## src/rtl/aim_dispatch_queue.sv

```systemverilog
// Dispatch stage behind the AIM decoder: steers each decoded instruction into an
// AI or graphics FIFO, drops and counts instructions that belong to neither class.
module aim_dispatch_queue #(
    parameter int DEPTH = 4,
    parameter int CNT_W = 16,
    localparam int LVL_W = $clog2(DEPTH + 1)
) (
    input  logic             clk,
    input  logic             rst_n,
    input  logic             flush,
    input  logic             in_valid,
    output logic             in_ready,
    input  logic             in_is_ai,
    input  logic             in_is_gfx,
    input  logic [5:0]       in_opcode,
    input  logic [3:0]       in_type,
    input  logic [7:0]       in_src,
    input  logic [7:0]       in_dst,
    input  logic [7:0]       in_imm,
    output logic             ai_valid,
    input  logic             ai_ready,
    output logic [33:0]      ai_payload,
    output logic             gfx_valid,
    input  logic             gfx_ready,
    output logic [33:0]      gfx_payload,
    output logic [LVL_W-1:0] ai_level,
    output logic [LVL_W-1:0] gfx_level,
    output logic             illegal_pulse,
    output logic [CNT_W-1:0] ai_count,
    output logic [CNT_W-1:0] gfx_count,
    output logic [CNT_W-1:0] illegal_count
);

    localparam int PTR_W = $clog2(DEPTH);
    localparam int PAY_W = 34;

    // Index 0 is the AI class, index 1 the graphics class.
    logic [1:0]       cls_sel;
    logic             is_illegal;
    logic             accept;
    logic [PAY_W-1:0] in_word;
    logic [1:0]       full;
    logic [1:0]       push;
    logic [1:0]       pop;
    logic [1:0]       out_ready;
    logic [1:0]       out_valid;
    logic [PAY_W-1:0] head [2];
    logic [LVL_W-1:0] level [2];
    logic [CNT_W-1:0] hand_cnt [2];

    logic             illegal_pulse_reg;
    logic [CNT_W-1:0] illegal_cnt_reg;

    assign cls_sel    = {in_is_gfx & ~in_is_ai, in_is_ai & ~in_is_gfx};
    assign is_illegal = ~(cls_sel[0] | cls_sel[1]);
    assign in_word    = {in_opcode, in_type, in_src, in_dst, in_imm};
    assign out_ready  = {gfx_ready, ai_ready};

    // Ready depends only on the class of the offered word, never on a pop this cycle.
    always_comb begin
        in_ready = 1'b0;
        if (!flush) begin
            if (cls_sel[0])
                in_ready = ~full[0];
            else if (cls_sel[1])
                in_ready = ~full[1];
            else
                in_ready = 1'b1;
        end
    end

    assign accept = in_valid & in_ready;
    assign push   = {2{accept}} & cls_sel;

    for (genvar gi = 0; gi < 2; gi++) begin : g_fifo
        logic [PAY_W-1:0] mem_reg [DEPTH];
        logic [PTR_W-1:0] wr_ptr_reg;
        logic [PTR_W-1:0] rd_ptr_reg;
        logic [LVL_W-1:0] level_reg;
        logic [CNT_W-1:0] cnt_reg;

        assign full[gi]      = (level_reg == LVL_W'(DEPTH));
        assign out_valid[gi] = (level_reg != '0) & ~flush;
        assign pop[gi]       = out_valid[gi] & out_ready[gi];
        assign head[gi]      = mem_reg[rd_ptr_reg];
        assign level[gi]     = level_reg;
        assign hand_cnt[gi]  = cnt_reg;

        always_ff @(posedge clk) begin
            if (push[gi])
                mem_reg[wr_ptr_reg] <= in_word;
        end

        always_ff @(posedge clk) begin
            if (!rst_n) begin
                wr_ptr_reg <= '0;
                rd_ptr_reg <= '0;
                level_reg  <= '0;
                cnt_reg    <= '0;
            end else if (flush) begin
                wr_ptr_reg <= '0;
                rd_ptr_reg <= '0;
                level_reg  <= '0;
            end else begin
                if (push[gi])
                    wr_ptr_reg <= wr_ptr_reg + PTR_W'(1);
                if (pop[gi])
                    rd_ptr_reg <= rd_ptr_reg + PTR_W'(1);
                if (push[gi] && !pop[gi])
                    level_reg <= level_reg + LVL_W'(1);
                else if (!push[gi] && pop[gi])
                    level_reg <= level_reg - LVL_W'(1);
                if (pop[gi] && cnt_reg != '1)
                    cnt_reg <= cnt_reg + CNT_W'(1);
            end
        end
    end

    // Flush forces in_ready low, so no illegal word is accepted in a flush cycle.
    always_ff @(posedge clk) begin
        if (!rst_n) begin
            illegal_pulse_reg <= 1'b0;
            illegal_cnt_reg   <= '0;
        end else begin
            illegal_pulse_reg <= accept & is_illegal;
            if (accept && is_illegal && illegal_cnt_reg != '1)
                illegal_cnt_reg <= illegal_cnt_reg + CNT_W'(1);
        end
    end

    assign ai_valid      = out_valid[0];
    assign gfx_valid     = out_valid[1];
    assign ai_payload    = head[0];
    assign gfx_payload   = head[1];
    assign ai_level      = level[0];
    assign gfx_level     = level[1];
    assign ai_count      = hand_cnt[0];
    assign gfx_count     = hand_cnt[1];
    assign illegal_pulse = illegal_pulse_reg;
    assign illegal_count = illegal_cnt_reg;

endmodule

```

## config.mk

```make
export PLATFORM = sky130hd
export DESIGN_NAME = aim_dispatch_queue
export DESIGN_NICKNAME = d
export VERILOG_FILES = /design/src/rtl/aim_dispatch_queue.sv
export SDC_FILE = /design/constraint.sdc
export NUM_CORES = 1
export LEC_CHECK = 0
export ABC_AREA = 1
export CAP_MARGIN = 20
export CORE_UTILIZATION = 45
export CTS_BUF_LIST = sky130_fd_sc_hd__clkbuf_16
export DETAILED_ROUTE_END_ITERATION = 7
export GPL_TIMING_DRIVEN = 0
export PLACE_DENSITY = 0.67
export SLEW_MARGIN = 25
export SYNTH_ARGS = -nofsm -noshare
export SYNTH_HDL_FRONTEND = slang
export SYNTH_SLANG_ARGS = --single-unit
```

## constraint.sdc

```tcl
create_clock -name clk -period 4.4 [get_ports clk]
set_clock_uncertainty 0.2 [all_clocks]
set_input_delay 0.44 -clock clk [delete_from_list [all_inputs] [get_ports clk]]
set_output_delay 0.44 -clock clk [all_outputs]
set_load 0.01 [all_outputs]
```

Word level (Yosys, flattened, before mapping)
Memories as Yosys holds them, arrays and structs flattened. A register that Yosys moved wholly into a read port is not among the register bits.
Index checks and enable logic that the tools add are counted.
- memories kept: 2
- input port bits: 42
- flip-flop bits (word level): 63
- output and inout port bits: 126
- word-level logic and storage cells: 79
- bits in writable memories: 272
- eq/ne operators: 5
- bitwise gates (word level): 17
- muxes and demuxes: 15
- reductions and logical operators: 19
- add/subtract/negate cells: 11
- memory list (memory ; words ; width ; rd ports ; clocked after Yosys merged registers in ; write ports ; line ; RTL):
    g_fifo[0].mem_reg ; 4 ; 34 ; 1 ; 1 ; 1 ; 76 ; logic [PAY_W-1:0] mem_reg [DEPTH];
    g_fifo[1].mem_reg ; 4 ; 34 ; 1 ; 1 ; 1 ; 76 ;
- operators with widths (operator ; count):
    adder 16 x 1 -> 16 bit, second input constant ; 3
    inequality test 16 bit, second input constant ; 3
    two-way mux 3 bit ; 4
    adder 2 x 1 -> 2 bit, second input constant ; 4
    bitwise AND 1 bit ; 8
    logical AND 1 bit ; 8
    two-way mux 2 bit ; 4
    two-way mux 1 bit ; 7
    inverter 1 bit ; 7
    adder 3 x 1 -> 3 bit, second input constant ; 2
    equality test 3 bit, second input constant ; 2
    nonzero test 3 bit ; 2
    subtractor 3 x 1 -> 3 bit, second input constant ; 2
    zero test 1 bit ; 4
    AND reduction 2 bit ; 2
    nonzero test 2 bit ; 2
    bitwise AND 2 bit ; 1
    OR reduction 2 bit ; 1
    bitwise OR 1 bit ; 1

Logic depth before layout (Yosys ltp)
Gate-level depths: netlist of run 1.
- depth after elaboration: 11
- mapped depth: 17
- depth with buffers taken out: 17

Least setup slack after synthesis of run 1
Ideal clock, no wire load.
- path kind: input port to flip-flop
- start: input port in_is_gfx
- end: memory g_fifo[0].mem_reg[0][0] (enable)
- setup slack: 1087 ps
- required time: 3775 ps
- cell stages on the path: 9
- library setup time: 425 ps
- path buffers: 0
- arrival time: 2688 ps
- path through: inv_1 > ha_1 > nand2_1 > inv_1 > a21oi_2 > nand3_2 > inv_1 > nand2_2 > nor2_1
- cells in the longest elaborated chain, start to end: 8
- elaborated cells on any way between the ends: 10
- classes of those cells: 5 x mux; 5 x bitwise
- ends and longest elaborated chain (item ; line ; RTL):
    from (decl) ; 14 ; input logic in_is_gfx,
    bitwise AND 1 bit / inverter 1 bit (equally long branches) ; 54 ; assign cls_sel = {in_is_gfx & ~in_is_ai, in_is_ai & ~in_is_gfx};
    two-way mux 1 bit / bitwise AND 1 bit (equally long branches) ; 65, 54 ;
    two-way mux 1 bit ; 63 ; if (cls_sel[0])
    two-way mux 1 bit ; 62 ; if (!flush) begin
    bitwise AND 1 bit ; 72 ; assign accept = in_valid & in_ready;
    bitwise AND 2 bit (*) ; 73 ; assign push = {2{accept}} & cls_sel;
    two-way mux 1 bit (*) ; 90 ; if (push[gi])
    two-way mux 1 bit (not written as such) (*) ; 91 ; mem_reg[wr_ptr_reg] <= in_word;
    to (decl) ; 76 ;
Mark *: on every way between the ends. The rest lies on a longest branch, timed or not.

==> impl_metrics.tcl, run 1 <==
set metrics [dict create \
    preCtsSetupSlack_ns 0.916 \
    max_cap_violations 0 \
    grt_max_degree 20 \
    drt_pass1_iterations 5 \
    totalWireLength_um 34200 \
    vias 9805 \
    synth-compound-area-share_pct 11.2 \
    rsz0062_at_grt "false" \
    post-cts-setup-buffers 0 \
    yosys_warnings 0 \
    worst_setup_path_end_kind "output pin" \
    antenna_left 0 \
    power.leakage_nw 5.92 \
    place_area_um2 16500 \
    avgSynthCellArea_um2 11.3 \
    status "completed" \
    dp_hpwl_um 23000 \
    critPathKind "reg -> out" \
    path_delay_family "buffers and inverters" \
    switching_share_pct 20.7 \
    dieArea_um2 31700 \
    startpoint_type "flip-flop" \
    synth-seq-area-share_pct 68.2 \
    diodes 0 \
    grt_pass1_wl_um 52600 \
    holdWs_ns 0.0725 \
    synth_area_um2 13900 \
    path_cells "clkbuf_1, buf_2, clkbuf_1, nor2_1, o22ai_1, clkdlybuf4s50_1" \
    grt_pass1_vias 9472 \
    clock.fmax_mhz 280 \
    portBuffers 166 \
    fin_crit_ns 3.57 \
    drv_slew 0 \
    synth_cell_types 38 \
    fin_crit_sh_pct 81.1 \
    via_per_inst 5.23 \
    ir_drop_mv 0.235 \
    worstPathRequired_ns 3.76 \
    coreArea_um2 30500 \
    remaining_drc_errors 0 \
    internal_power_mw 5.29 \
    grt_antenna_before_repair 2 \
    synthAdderAreaFrac_pct 1.63 \
    synth_xor_xnor_area_share_pct 1.19 \
    seq_power_share_pct 52.2 \
    cp_max_fo 10 \
    timing.final.hold_violations 0 \
    grt-ovfl-total 0 \
    ctsHtreeMaxLevel 2 \
    area_delta_synth_final_pct 26.6 \
    place.gp.congestion 0.862 \
    worstPathArrival_ns 2.93 \
    clk_path_buf_depth 3 \
    worst_path_max_delay_cell "clkdlybuf4s50_1" \
    fp.dieW_um 178 \
    fin_nets 1510 \
    die_h_um 178 \
    cp_common_cell "clkbuf_1" \
    holdBufCountCts 0 \
    final.setup.worst_slack_ns 0.833 \
    cts_tree "yes" \
    critPathBufInv 4 \
    synth_nets 1293 \
    largest_register_ffs 272 \
    start_util_pct 45.7 \
    setup_viol 0 \
    numCtsBuffers 37 \
    ys_seq_elements 339 \
    cts.repair.resized 0 \
    clock_latency_ns 0.51 \
    yosys.area_share.simple_pct 13.7 \
    track_usage_pct 21.9 \
    cts.clk_slew.worst_paths_ns 0.06 \
    syn_inst 1234 \
    synth_top_family_by_area "simple AND/OR/NAND/NOR gates" \
    cts_num_sinks 339 \
    power.switching_mw 1.38 \
    comb_power_share_pct 3.3 \
    root_buffer "clkbuf_16" \
    finalInstanceArea_um2 17700 \
    slew_headroom_pct 49.4 \
    wire_per_inst_um 18.2 \
    worst_pin_slew_ns 0.757 \
    pwr-share-clk_pct 44.6 \
    p_per_area_nw_per_um2 378 \
    io_pins 168 \
    synthMuxAreaShare_pct 0 \
    nFillCells 2492 \
    hold_path.class "in -> reg" \
    rows 64 \
    cpPeakStageDelay_ns 0.60 \
    drive_gt1_share_pct 10.0 \
    first_iter_violations 686 \
]
==> path summary, 6_finish.rpt <==
| check | start | endpoint | slack, ns | cells after the start |
|---|---|---|---|---|
| worst max-delay path | flip-flop | ai_payload[30] | 0.83 | 6 |
| worst min-delay path | rst_n | gfx_count[3] | 0.07 | 3 |
| worst max register to register | ai_level[0] | gfx_level[2] | 1.75 | 14 |
| worst min register to register | g_fifo[1].rd_ptr_reg[1] | flip-flop | 0.26 | 2 |
==> worst reg2reg max path, cell delays in order (launching register included) <==
cell and delay, ns:
dfxtp_1 0.43, nor2_2 0.10, a21oi_2 0.20, nand3_2 0.12, inv_1 0.12, nand2_2 0.18, inv_1 0.16, ha_1 0.16
inv_1 0.07, fa_1 0.38, nor2_1 0.11, nor2_1 0.04, nand2_1 0.08, o21ai_0 0.08, a21oi_1 0.14
==> final cells by class <==
| cell class | instances | area [um2] | share of cell area [%] |
|---|---|---|---|
| clock buffer | 37 | 926 | 5.24 |
| multi-input combinational | 761 | 3920 | 22.2 |
| timing repair buffer | 178 | 1970 | 11.2 |
| sequential | 339 | 9510 | 53.9 |
| tap | 396 | 495 | 2.81 |
| buffer | 54 | 268 | 1.52 |
| clock inverter | 31 | 260 | 1.47 |
| inverter | 80 | 303 | 1.72 |
==> cell usage after synthesis, drive strengths merged <==
master	instances	area, um2
ha	15	188
nor3b	1	12.5
nand3b	2	15.0
o21ai	154	771
nor3	8	50.1
xor2	14	123
a21oi	57	360
clkinv	1	3.75
nand4	6	43.8
and2	3	18.8
inv	79	299
nand3	36	205
fa	2	40.0
dfxtp	67	1340
xnor2	5	43.8
edfxtp	272	8170
nor2	223	900
clkbuf	37	139
nand2	167	664
buf	17	129
o22ai	68	425
==> power groups by stage <==
stage | logic, mW | registers (mW) | clock network, mW
after floorplan | 0.0775 | 3.55 | 0
after global placement | 0.210 | 3.55 | 0
after detailed placement | 0.218 | 3.55 | 0
after CTS | 0.219 | 3.48 | 3.03
after global routing | 0.236 | 3.48 | 3.15
final | 0.218 | 3.48 | 2.97
==> routing by layer <==
layer | share of wire [%] | vias up | global-route usage, %
met5 | 0.032 | - | 0
met4 | 2.4 | 2 | 6.98
met3 | 6.9 | 65 | 4.13
met2 | 48 | 329 | 36.8
met1 | 43 | 4651 | 28.7
li1 | - | 4758 | -
==> stage by stage <==
step	TNS [ns]	util, %	total power, mW	cells
2_1_floorplan	0	-	3.63	1234
3_3_place_gp	-228.61	52.8	3.76	1796
3_5_place_dp	0	54.0	3.77	1808
4_1_cts	0	57.9	6.73	1876
5_1_grt	0	57.9	6.87	1876
6_report	0	57.9	6.68	1876
==> logic make-up (layout without fill, tap and decap cells) <==
kind of cell | Yosys count | count (layout)
buf+inv | 134 | 380
flops | 339 | 339
xor+xnor | 19 | 19
simple gates | 446 | 446
compound gates | 279 | 279
fa+ha+maj | 17 | 17
==> cells in the final DEF, fill, tap and decap left out, drive strengths merged, types with 29 or more instances in the layout <==
cell type	instances
edfxtp	272
nand3	36
clkdlybuf4s50	166
buf	29
clkbuf	74
a21oi	57
nor2	223
o22ai	68
nand2	167
o21ai	154
inv	89
dfxtp	67
Note: power is estimated with default switching activity, not from simulation.
==> inputs of run 2 (changes only) <==
==> constraint.sdc (replaced) <==
create_clock -name clk -period 3.7 [get_ports clk]
set_clock_uncertainty 0.2 [all_clocks]
set_input_delay 0.37 -clock clk [delete_from_list [all_inputs] [get_ports clk]]
set_output_delay 0.37 -clock clk [all_outputs]
set_load 0.01 [all_outputs]
==> impl_metrics.tcl, run 2 (synthesis gave the netlist of run 1 again) <==
set metrics [dict create \
    slew_headroom_pct 49.7 \
    worst_path_max_delay_cell "clkdlybuf4s50_1" \
    grt_max_degree 20 \
    layout_common_cells "272 x edfxtp_1, 202 x nor2_1, 166 x clkdlybuf4s50_1, 154 x nand2_1, 146 x o21ai_0" \
    drive_gt1_share_pct 9.99 \
    drt_pass1_iterations 5 \
    timing.final.hold_violations 0 \
    fin_cells 1877 \
    totalWireLength_um 34200 \
    track_usage_pct 21.9 \
    clock_latency_ns 0.51 \
    worstPathRequired_ns 3.13 \
    fin_crit_ns 3.50 \
    grt_antenna_before_repair 2 \
    final_common_cell "edfxtp_1" \
    cp_max_fo 10 \
    worst_pin_slew_ns 0.753 \
    rsz0062_at_grt "false" \
    coreArea_um2 30500 \
    worstPathArrival_ns 2.93 \
    grt_pass1_vias 9472 \
    via_per_inst 5.25 \
    area_delta_synth_final_pct 26.7 \
    grt-ovfl-total 0 \
    cts.clk_slew.worst_paths_ns 0.05 \
    die_h_um 178 \
    ir_drop_mv 0.279 \
    setup_viol 0 \
    largest_register_ffs 272 \
    cp_common_cell "clkbuf_1" \
    power.leakage_nw 5.92 \
    clk_path_buf_depth 3 \
    status "completed" \
    hold_path.class "reg -> reg" \
    drv_slew 0 \
    fin_crit_sh_pct 94.6 \
    holdWs_ns 0.257 \
    p_per_area_nw_per_um2 450 \
    start_util_pct 45.7 \
    cts_num_sinks 339 \
    diodes 0 \
    io_pins 168 \
    dp_cells 1808 \
    dp_hpwl_um 23000 \
    post-cts-setup-buffers 0 \
    grt_pass1_wl_um 52600 \
    portBuffers 166 \
    cts_tree "yes" \
    dieArea_um2 31700 \
    worst_setup_path_end_kind "output pin" \
    cpPeakStageDelay_ns 0.60 \
    antenna_left 0 \
    path_cells "clkbuf_1, buf_2, clkbuf_1, nor2_1, o22ai_1, clkdlybuf4s50_1" \
    vias 9850 \
    fp.dieW_um 178 \
    root_buffer "clkbuf_16" \
    fin_nets 1511 \
    place.gp.congestion 0.862 \
    wire_per_inst_um 18.2 \
    clock.fmax_mhz 286 \
    remaining_drc_errors 0 \
    rows 64 \
    numCtsBuffers 37 \
    first_iter_violations 714 \
    ctsHtreeMaxLevel 2 \
    max_cap_violations 0 \
    critPathKind "reg -> out" \
    startpoint_type "flip-flop" \
]
-- run 2: cell types whose count changed in the layout (fill, tap and decap cells not counted) --
cell,before,now
dlygate4sd3_1,0,1
-- run 2: per-layer routing --
metal,track usage [%],up-vias,part of all wire (%)
met1,28.7,4679,42
met5,0,-,0.032
met2,36.8,337,48
met4,6.98,2,2.5
li1,-,4762,-
met3,4.13,70,7.2
-- run 2: cell type report --
| class | count | area [um2] |
|---|---|---|
| clock buffers | 37 | 926 |
| flip-flops and latches | 339 | 9510 |
| plain buffers | 54 | 268 |
| clock inverters | 31 | 260 |
| multi-input cells | 761 | 3920 |
| inverters | 80 | 303 |
| repair buffers | 179 | 1980 |
| fillers | 2491 | 12800 |
| well taps | 396 | 495 |
-- run 2: what timing repair did --
item / in CTS / in global routing
gates resized for setup: 0 / 0
endpoints found under the hold margin: 2 / 0
hold buffers: 1 / 0
-- run 2: path summary, 6_finish.rpt --
check | start | endpoint | slack (ns) | cells after the start
hold / removal | g_fifo[1].rd_ptr_reg[1] | flip-flop | 0.26 | 2
hold reg to reg | g_fifo[1].rd_ptr_reg[1] | flip-flop | 0.26 | 2
setup reg to reg | ai_level[0] | gfx_level[2] | 1.05 | 14
setup / recovery | flip-flop | ai_payload[19] | 0.20 | 6
-- run 2: through the flow --
step / power [mW] / cell area, um2 / utilization, % / setup TNS (ns) / worst slack [ns]
4_1_cts: 8.00 / 17700 / 57.9 / 0 / 0.171
6_report: 7.94 / 17700 / 57.9 / 0 / 0.198
3_3_place_gp: 4.47 / 16100 / 52.8 / -399.97 / -1.63
2_1_floorplan: 4.32 / 13900 / - / 0 / 0.457
5_1_grt: 8.17 / 17700 / 57.9 / 0 / 0.0453
3_5_place_dp: 4.48 / 16500 / 54.0 / 0 / 0.286
-- run 2: worst max-delay path, delay by kind of cell (launching register included) --
kind | cells | cell delay, ns
buffers and inverters | 4 | 1.74
AO/OA/AOI/OAI | 1 | 0.28
AND/OR/NAND/NOR | 1 | 0.10
flip-flops | 1 | 0.31
-- run 2: power breakdown --
group          internal [mW]  switching, mW  total [mW]
clock network           2.05           1.49        3.54
logic                  0.110          0.150       0.260
registers               4.13        0.00875        4.14
total                   6.30           1.65        7.94
==> inputs of run 3 (changes only) <==
--- a/config.mk
+++ b/config.mk
@@ -11,7 +11,7 @@
 export CTS_BUF_LIST = sky130_fd_sc_hd__clkbuf_16
 export DETAILED_ROUTE_END_ITERATION = 7
 export GPL_TIMING_DRIVEN = 0
-export PLACE_DENSITY = 0.67
+export PLACE_DENSITY = 0.69
 export SLEW_MARGIN = 25
 export SYNTH_ARGS = -nofsm -noshare
 export SYNTH_HDL_FRONTEND = slang
==> constraint.sdc (replaced) <==
create_clock -name clk -period 3.1 [get_ports clk]
set_clock_uncertainty 0.2 [all_clocks]
set_input_delay 0.31 -clock clk [delete_from_list [all_inputs] [get_ports clk]]
set_output_delay 0.31 -clock clk [all_outputs]
set_load 0.01 [all_outputs]
==> impl_metrics.tcl, run 3 (synthesis gave the netlist of run 1 again) <==
set metrics [dict create \
    die_h_um 178 \
    tns_ns 0 \
    ctsHtreeMaxLevel 2 \
    dieArea_um2 31700 \
    diodes 0 \
    drt_pass1_iterations 5 \
    grt_pass1_wl_um 52900 \
    numCtsBuffers 37 \
    clock.fmax_mhz 337 \
    whs_path_depth 2 \
    worstPathArrival_ns 2.46 \
    status "completed" \
    io_pins 168 \
    dp_hpwl_um 23000 \
    worstPathRequired_ns 2.59 \
    critPathKind "reg -> out" \
    cts_tree "yes" \
    hold_path.class "reg -> reg" \
    layout_common_cells "272 x edfxtp_1, 202 x nor2_1, 166 x clkdlybuf4s50_1, 154 x nand2_1, 146 x o21ai_0" \
    first_iter_violations 961 \
    antenna_left 0 \
    worst_pin_slew_ns 0.686 \
    slew_headroom_pct 54.2 \
    clk_path_buf_depth 3 \
    start_util_pct 45.7 \
    vias 9882 \
    utilization_pct 58.0 \
    grt_max_degree 22 \
    drv_slew 0 \
    preCtsSetupSlack_ns -0.180 \
    timing.final.hold_violations 0 \
    portBuffers 166 \
    finalInstanceArea_um2 17700 \
    fp.dieW_um 178 \
    startpoint_type "flip-flop" \
    area_delta_synth_final_pct 27.0 \
    rows 64 \
    grt_pass1_vias 9531 \
    cts_num_sinks 339 \
    rsz0062_at_grt "false" \
    drive_gt1_share_pct 11.7 \
    fin_nets 1509 \
    fin_crit_ns 2.97 \
    place.gp.congestion 0.859 \
    dp_cells 1808 \
    worst_setup_path_end_kind "output pin" \
    track_usage_pct 21.9 \
    reg2reg_depth 14 \
    wire_per_inst_um 18.2 \
    largest_register_ffs 272 \
    fin_crit_sh_pct 95.7 \
    nFillCells 2477 \
    place_area_um2 16400 \
    cp_max_fo 10 \
    coreArea_um2 30500 \
    power.leakage_nw 6.02 \
    root_buffer "clkbuf_16" \
    grt-ovfl-total 0 \
    cts.clk_slew.worst_paths_ns 0.06 \
    via_per_inst 5.28 \
    p_per_area_nw_per_um2 540 \
    holdWs_ns 0.265 \
    remaining_drc_errors 0 \
    totalWireLength_um 34100 \
    fin_cells 1871 \
    final.setup.worst_slack_ns 0.132 \
    p_total_mw 9.56 \
    max_cap_violations 0 \
    clock_latency_ns 0.51 \
    ir_drop_mv 0.403 \
    grt_antenna_before_repair 1 \
    setup_viol 0 \
    final_common_cell "edfxtp_1" \
]
run 3: final cells by class:
| cell class | count | area [um2] | share of cell area, % |
|---|---|---|---|
| inverter | 80 | 303 | 1.71 |
| clock buffer | 37 | 926 | 5.23 |
| multi-input combinational | 761 | 3920 | 22.1 |
| tap | 396 | 495 | 2.80 |
| buffer | 52 | 317 | 1.79 |
| timing repair buffer | 179 | 1960 | 11.1 |
| clock inverter | 27 | 270 | 1.53 |
| sequential | 339 | 9510 | 53.7 |
run 3: worst paths after layout:
| check | startpoint | to | slack [ns] |
|---|---|---|---|
| min reg2reg | g_fifo[0].rd_ptr_reg[1] | g_fifo[0].rd_ptr_reg[1] | 0.26 |
| max | flip-flop | ai_payload[20] | 0.13 |
| min | g_fifo[0].rd_ptr_reg[1] | g_fifo[0].rd_ptr_reg[1] | 0.26 |
| max reg2reg | ai_level[0] | gfx_level[2] | 0.41 |
run 3: metal layers:
layer  part of all wire [%]  up-vias  global-route usage, %
met2                     49      347                   36.5
met5                  0.038        -                      0
met4                    1.6        2                   5.66
met1                     41     4737                   28.2
li1                       -     4750                      -
met3                    8.5       46                   5.58
run 3: report_power, final:
| part | leakage, nW | total (mW) | internal [mW] | switching, mW |
|---|---|---|---|---|
| registers | 2.99 | 4.94 | 4.93 | 0.0110 |
| clock network | 0.612 | 4.30 | 2.59 | 1.71 |
| logic | 2.42 | 0.315 | 0.133 | 0.181 |
run 3: timing repair:
item | 4_1_cts | 5_1_grt
setup buffers | 0 | 0
resized for setup | 26 | 24
endpoints found under the hold margin | 8 | 0
setup endpoints to repair | 58 | 47
hold buffers | 1 | 0
run 3: worst max-delay path, cell delays in order (launching register included):
cell and delay, ns:
dfxtp_2 0.36, inv_1 0.15, buf_1 0.44, o21ai_0 0.15, o22ai_1 0.25, clkdlybuf4s50_1 0.59
==> edit 1, RTL diff (config.mk and constraints of run 3) <==
Reset style: asynchronous (`rst_n`), changed in 2 clocked blocks.
--- a/src/rtl/aim_dispatch_queue.sv
+++ b/src/rtl/aim_dispatch_queue.sv
@@ -92,5 +92,5 @@
         end
 
-        always_ff @(posedge clk) begin
+        always_ff @(posedge clk or negedge rst_n) begin
             if (!rst_n) begin
                 wr_ptr_reg <= '0;
@@ -118,5 +118,5 @@
 
     // Flush forces in_ready low, so no illegal word is accepted in a flush cycle.
-    always_ff @(posedge clk) begin
+    always_ff @(posedge clk or negedge rst_n) begin
         if (!rst_n) begin
             illegal_pulse_reg <= 1'b0;
Function: differs if rst_n is asserted again (counterexample within 4 cycles, from zero or initial values and one cycle with rst_n low); with rst_n held inactive, the same outputs for 4 cycles.
==> edit 1 against run 3 <==
Synthesized cell count down 9.0%. Register-to-register slack better by 0.15 ns. Routed wire length down 4.1%. Sequential cell count down 4. Design area down 0.85%. Utilization up 0.88 points. Hold slack worse by 0.21 ns. Critical path depth down 1. Synthesized area down 1.8%. Setup slack worse by 0.066 ns. Largest cell class unchanged.
Power is not compared: it rests on default switching activity, and its combinational part moved more than twofold at a synthesized area within 25%.
==> edit 1: results <==
export IMPL_worstRegToRegCells=8
export IMPL_placed_area_um2=16210
export IMPL_yosys_top_cells_count="edfxtp_1, nor2_1, o21ai_0, nand2_1, o22ai_1"
export IMPL_avgSynthCellArea_um2=12.19
export IMPL_status="finished clean"
export IMPL_yosys_top_cells_area="edfxtp_1, dfrtp_1, o21ai_0"
export IMPL_drt_wl_total_mm=32.74
export IMPL_fin_nets=1397
export IMPL_place_congestion=0.8496
export IMPL_cpPeakStageDelay_ns=0.60
export IMPL_dp_cells=1692
export IMPL_grtUsageTotal=0.2121
export IMPL_synth_edf_count=272
export IMPL_grt_pass1_vias=9168
export IMPL_syn_nets=1180
export IMPL_cts_buffers=36
export IMPL_dpl_hpwl_mm=21.96
export IMPL_place_ws_ns=-0.1434
export IMPL_slew_headroom=0.5043
export IMPL_num_vias=9451
export IMPL_grt_pass1_wl_mm=50.27
export IMPL_numPortBuffers=167
export IMPL_crit_family="buffers and inverters"
export IMPL_hp_class="input pin to asynchronous set/reset pin"
export IMPL_synthArstFlopShare=0.1881
export IMPL_drtIter0Drc=840
export IMPL_htree_levels=2
export IMPL_via_per_inst=5.373
export IMPL_grt_max_degree=37
export IMPL_drive_above_1_share=0.1039
export IMPL_clk_latency_ns=0.53
export IMPL_synth_seq_area_share=0.7120
export IMPL_cts_setup_buffers=0
export IMPL_ys_types=36
export IMPL_grt_antenna_before_repair=3
## edit 1: changes by cell type in the layout (fill, tap and decap cells not counted), sizes merged, moves of 7 or more
cell / delta
a21oi: -51
dfrtp: +63
dfxtp: -67
nand2: -37
nor2: -46
nor3: +15
o21ai: +13
xnor2: +7
xor2: +14
## edit 1: cells by family (layout without fill, tap and decap cells)
kind of cell | count (synthesis) | count (layout) | share of synthesized area
buffers and inverters | 118 | 362 | 0.03520
other | 0 | 2 | 0
flip-flops | 335 | 335 | 0.7120
adder cells (fa/ha/maj) | 15 | 15 | 0.01481
AO/OA/AOI/OAI | 242 | 242 | 0.09499
AND/OR/NAND/NOR | 373 | 373 | 0.1174
XOR/XNOR | 40 | 40 | 0.02560
## edit 1: final cells by class
type	instances	area, um^2
timing repair buffer	180	1983
sequential	335	9746
buffer	46	266.5
fill	2333	12240
clock inverter	28	330.3
antenna	2	5.005
multi-input combinational	670	3532
clock buffer	37	925.9
inverter	71	276.5
tap	390	488.0
## edit 1: per-layer routing
| layer | vias to the layer above | wire (um) | part of all wire | GRT usage |
|---|---|---|---|---|
| li1 | 4425 | - | - | - |
| met1 | 4596 | 13690 | 0.42 | 0.2758 |
| met2 | 367 | 15770 | 0.48 | 0.3488 |
| met3 | 63 | 2433 | 0.074 | 0.04823 |
| met4 | 0 | 850 | 0.026 | 0.07615 |
| met5 | - | 0 | 0 | 0 |
## edit 1: power breakdown
part / internal (mW) / total [mW] / switching [mW] / leakage (nW)
clock network: 2.77 / 4.52 / 1.75 / 0.648
logic: 1.50 / 3.39 / 1.89 / 2.49
registers: 5.13 / 5.41 / 0.283 / 3.26
## edit 1: worst paths after layout
| check | start | end | slack [ns] |
|---|---|---|---|
| worst min-delay path | rst_n | gfx_count[1]$_DFFE_PN0P_ | 0.05 |
| min in group clk | illegal_count[6]$_DFFE_PN0P_ | illegal_count[6]$_DFFE_PN0P_ | 0.31 |
| max in group asynchronous | rst_n | g_fifo[0].rd_ptr_reg[0]$_DFFE_PN0P_ | 2.11 |
| worst min register to register | illegal_count[6]$_DFFE_PN0P_ | illegal_count[6]$_DFFE_PN0P_ | 0.31 |
| worst max register to register | ai_level[2]$_DFFE_PN0P_ | g_fifo[1].mem_reg[2][27]$_DFFE_PP_ | 0.56 |
| worst max-delay path | g_fifo[1].rd_ptr_reg[1]$_DFFE_PN0P_ | gfx_payload[31] | 0.07 |
## edit 1: timing repair
action / 4_1_cts / 5_1_grt
pin swaps: 0 / 0
hold buffers: 1 / 0
setup endpoints to repair: 65 / 30
resized for setup: 34 / 32
endpoints found under the hold margin: 63 / 0
==> edit 2, RTL diff (flow settings as in run 3) <==
Without the edit above. Set the parameter `CNT_W` to 20 (it was 16).
--- a/src/rtl/aim_dispatch_queue.sv
+++ b/src/rtl/aim_dispatch_queue.sv
@@ -3,5 +3,5 @@
 module aim_dispatch_queue #(
     parameter int DEPTH = 4,
-    parameter int CNT_W = 16,
+    parameter int CNT_W = 20,
     localparam int LVL_W = $clog2(DEPTH + 1)
 ) (
Ports: changed (resized ai_count, gfx_count and illegal_count); port bits go from 168 to 180. No check against the original RTL was run, so the function may have changed too.
==> edit 2 against run 3 <==
Design area rose by 4.7%. Largest power group unchanged. Sequential cell count rose by 12. Setup slack got worse by 0.025 ns. Synthesized area rose by 4.7%. Routed wire length rose by 5.9%. Total power rose by 2.1%. Register-to-register slack got worse by 0.03 ns.
==> edit 2: results <==
export IMPL_path_clk_slew_ns=0.05
export IMPL_synth_seq_area_share=0.6678
export IMPL_synth_compound_area_share=0.1084
export IMPL_fillCellCount=2634
export IMPL_fin_nets=1660
export IMPL_largest_reg_flops=272
export IMPL_multi_input_cells=886
export IMPL_antenna_cells=2
export IMPL_bufAreaShareNonClock=0.1287
export IMPL_nNonClkInverters=78
export IMPL_slowest_stage="clkdlybuf4s50_1"
export IMPL_buffers=245
export IMPL_multi_input_area_share=0.2356
export IMPL_fin_cells=2036
export IMPL_status="finished clean"
export IMPL_grt_antenna_before_repair=1
export IMPL_finalHoldViolCount=0
export IMPL_drive_above_1_share=0.08456
export IMPL_htree_levels=2
export IMPL_syn_nets=1431
export IMPL_stdcell_area_um2=18530
export IMPL_yosys_top_cells_count="edfxtp_1, nor2_1, nand2_1, o21ai_0, dfxtp_1"
export IMPL_core_area_um2=31720
export IMPL_p_int_mw=7.707
export IMPL_num_vias=10820
export IMPL_place_ws_ns=-0.3422
export IMPL_p_leak_nw=6.302
export IMPL_numPortBuffers=179
export IMPL_place_congestion=0.8806
export IMPL_clock_buffers=39
export IMPL_ctsResizeCount=28
export IMPL_regArea_um2=9751
export IMPL_grt_pass1_wl_mm=56.13
export IMPL_synthXorXnorAreaFrac=0.02160
export IMPL_synthMuxAreaShare=0
export IMPL_drtIter0Drc=1013
export IMPL_grt_pass1_vias=10330
export IMPL_hp_class="register to register"
export IMPL_cpPeakStageDelay_ns=0.57
export IMPL_placed_area_um2=17230
export IMPL_drv_cap=0
export IMPL_ys_types=33
export IMPL_slew_headroom=0.5227
export IMPL_critPathArrivalTime_ns=2.48
export IMPL_grt_ovfl_total=0
export IMPL_grtUsageTotal=0.2182
export IMPL_yosys_top_cells_area="edfxtp_1, dfxtp_1, nor2_1"
export IMPL_peakVddDrop_mv=0.3612
export IMPL_clock_cell_area_share=0.06612
export IMPL_cts_sinks=351
export IMPL_avgSynthCellArea_um2=10.64
export IMPL_dpl_hpwl_mm=24.54
export IMPL_drt_wl_total_mm=36.14
export IMPL_synth_edf_count=272
export IMPL_synth_fa_ha_area_frac=0.01560
## edit 2: changes by cell type after synthesis, sizes merged, moves of 3 or more
cell	before	now
nor2	223	256
nand4	6	9
xor2	14	24
nor3	8	4
dfxtp	67	79
nand3b	2	5
xnor2	5	12
a21oi	57	62
buf	17	9
nand2	167	245
nand3	36	22
clkbuf	37	48
o21bai	0	3
## edit 2: worst reg2reg max path, cell delays in order, from the launching register on
cell     delay, ns
dfxtp_1       0.44
nor2_1        0.11
a21oi_2       0.19
nand3_1       0.09
nor2_1        0.29
inv_1         0.28
nor2_4        0.57
buf_16        0.24
## edit 2: power groups by stage
stage          clock network (mW)  logic (mW)  registers [mW]
6_report                     4.35       0.311            5.10
5_1_grt                      4.60       0.337            5.10
4_1_cts                      4.41       0.312            5.10
3_5_place_dp                    0       0.311            5.20
3_3_place_gp                    0       0.296            5.20
2_1_floorplan                   0       0.108            5.20
## edit 2: metal layers
metal	wire length, um	GRT usage	vias to the layer above
met4	793	0.06353	0
met1	15390	0.2927	5142
met5	0	0	-
met2	17120	0.3655	422
li1	-	-	5195
met3	2830	0.03632	61
## edit 2: worst paths after layout
| kind | startpoint | endpoint | slack, ns | cells after the start |
|---|---|---|---|---|
| min | g_fifo[1].rd_ptr_reg[1]$_SDFFE_PP0P_ | g_fifo[1].rd_ptr_reg[1]$_SDFFE_PP0P_ | 0.27 | 2 |
| max reg2reg | ai_level[0]$_SDFFE_PP0P_ | g_fifo[1].mem_reg[2][5]$_DFFE_PP_ | 0.38 | 7 |
| min reg2reg | g_fifo[1].rd_ptr_reg[1]$_SDFFE_PP0P_ | g_fifo[1].rd_ptr_reg[1]$_SDFFE_PP0P_ | 0.27 | 2 |
| max | register | gfx_payload[29] | 0.11 | 5 |
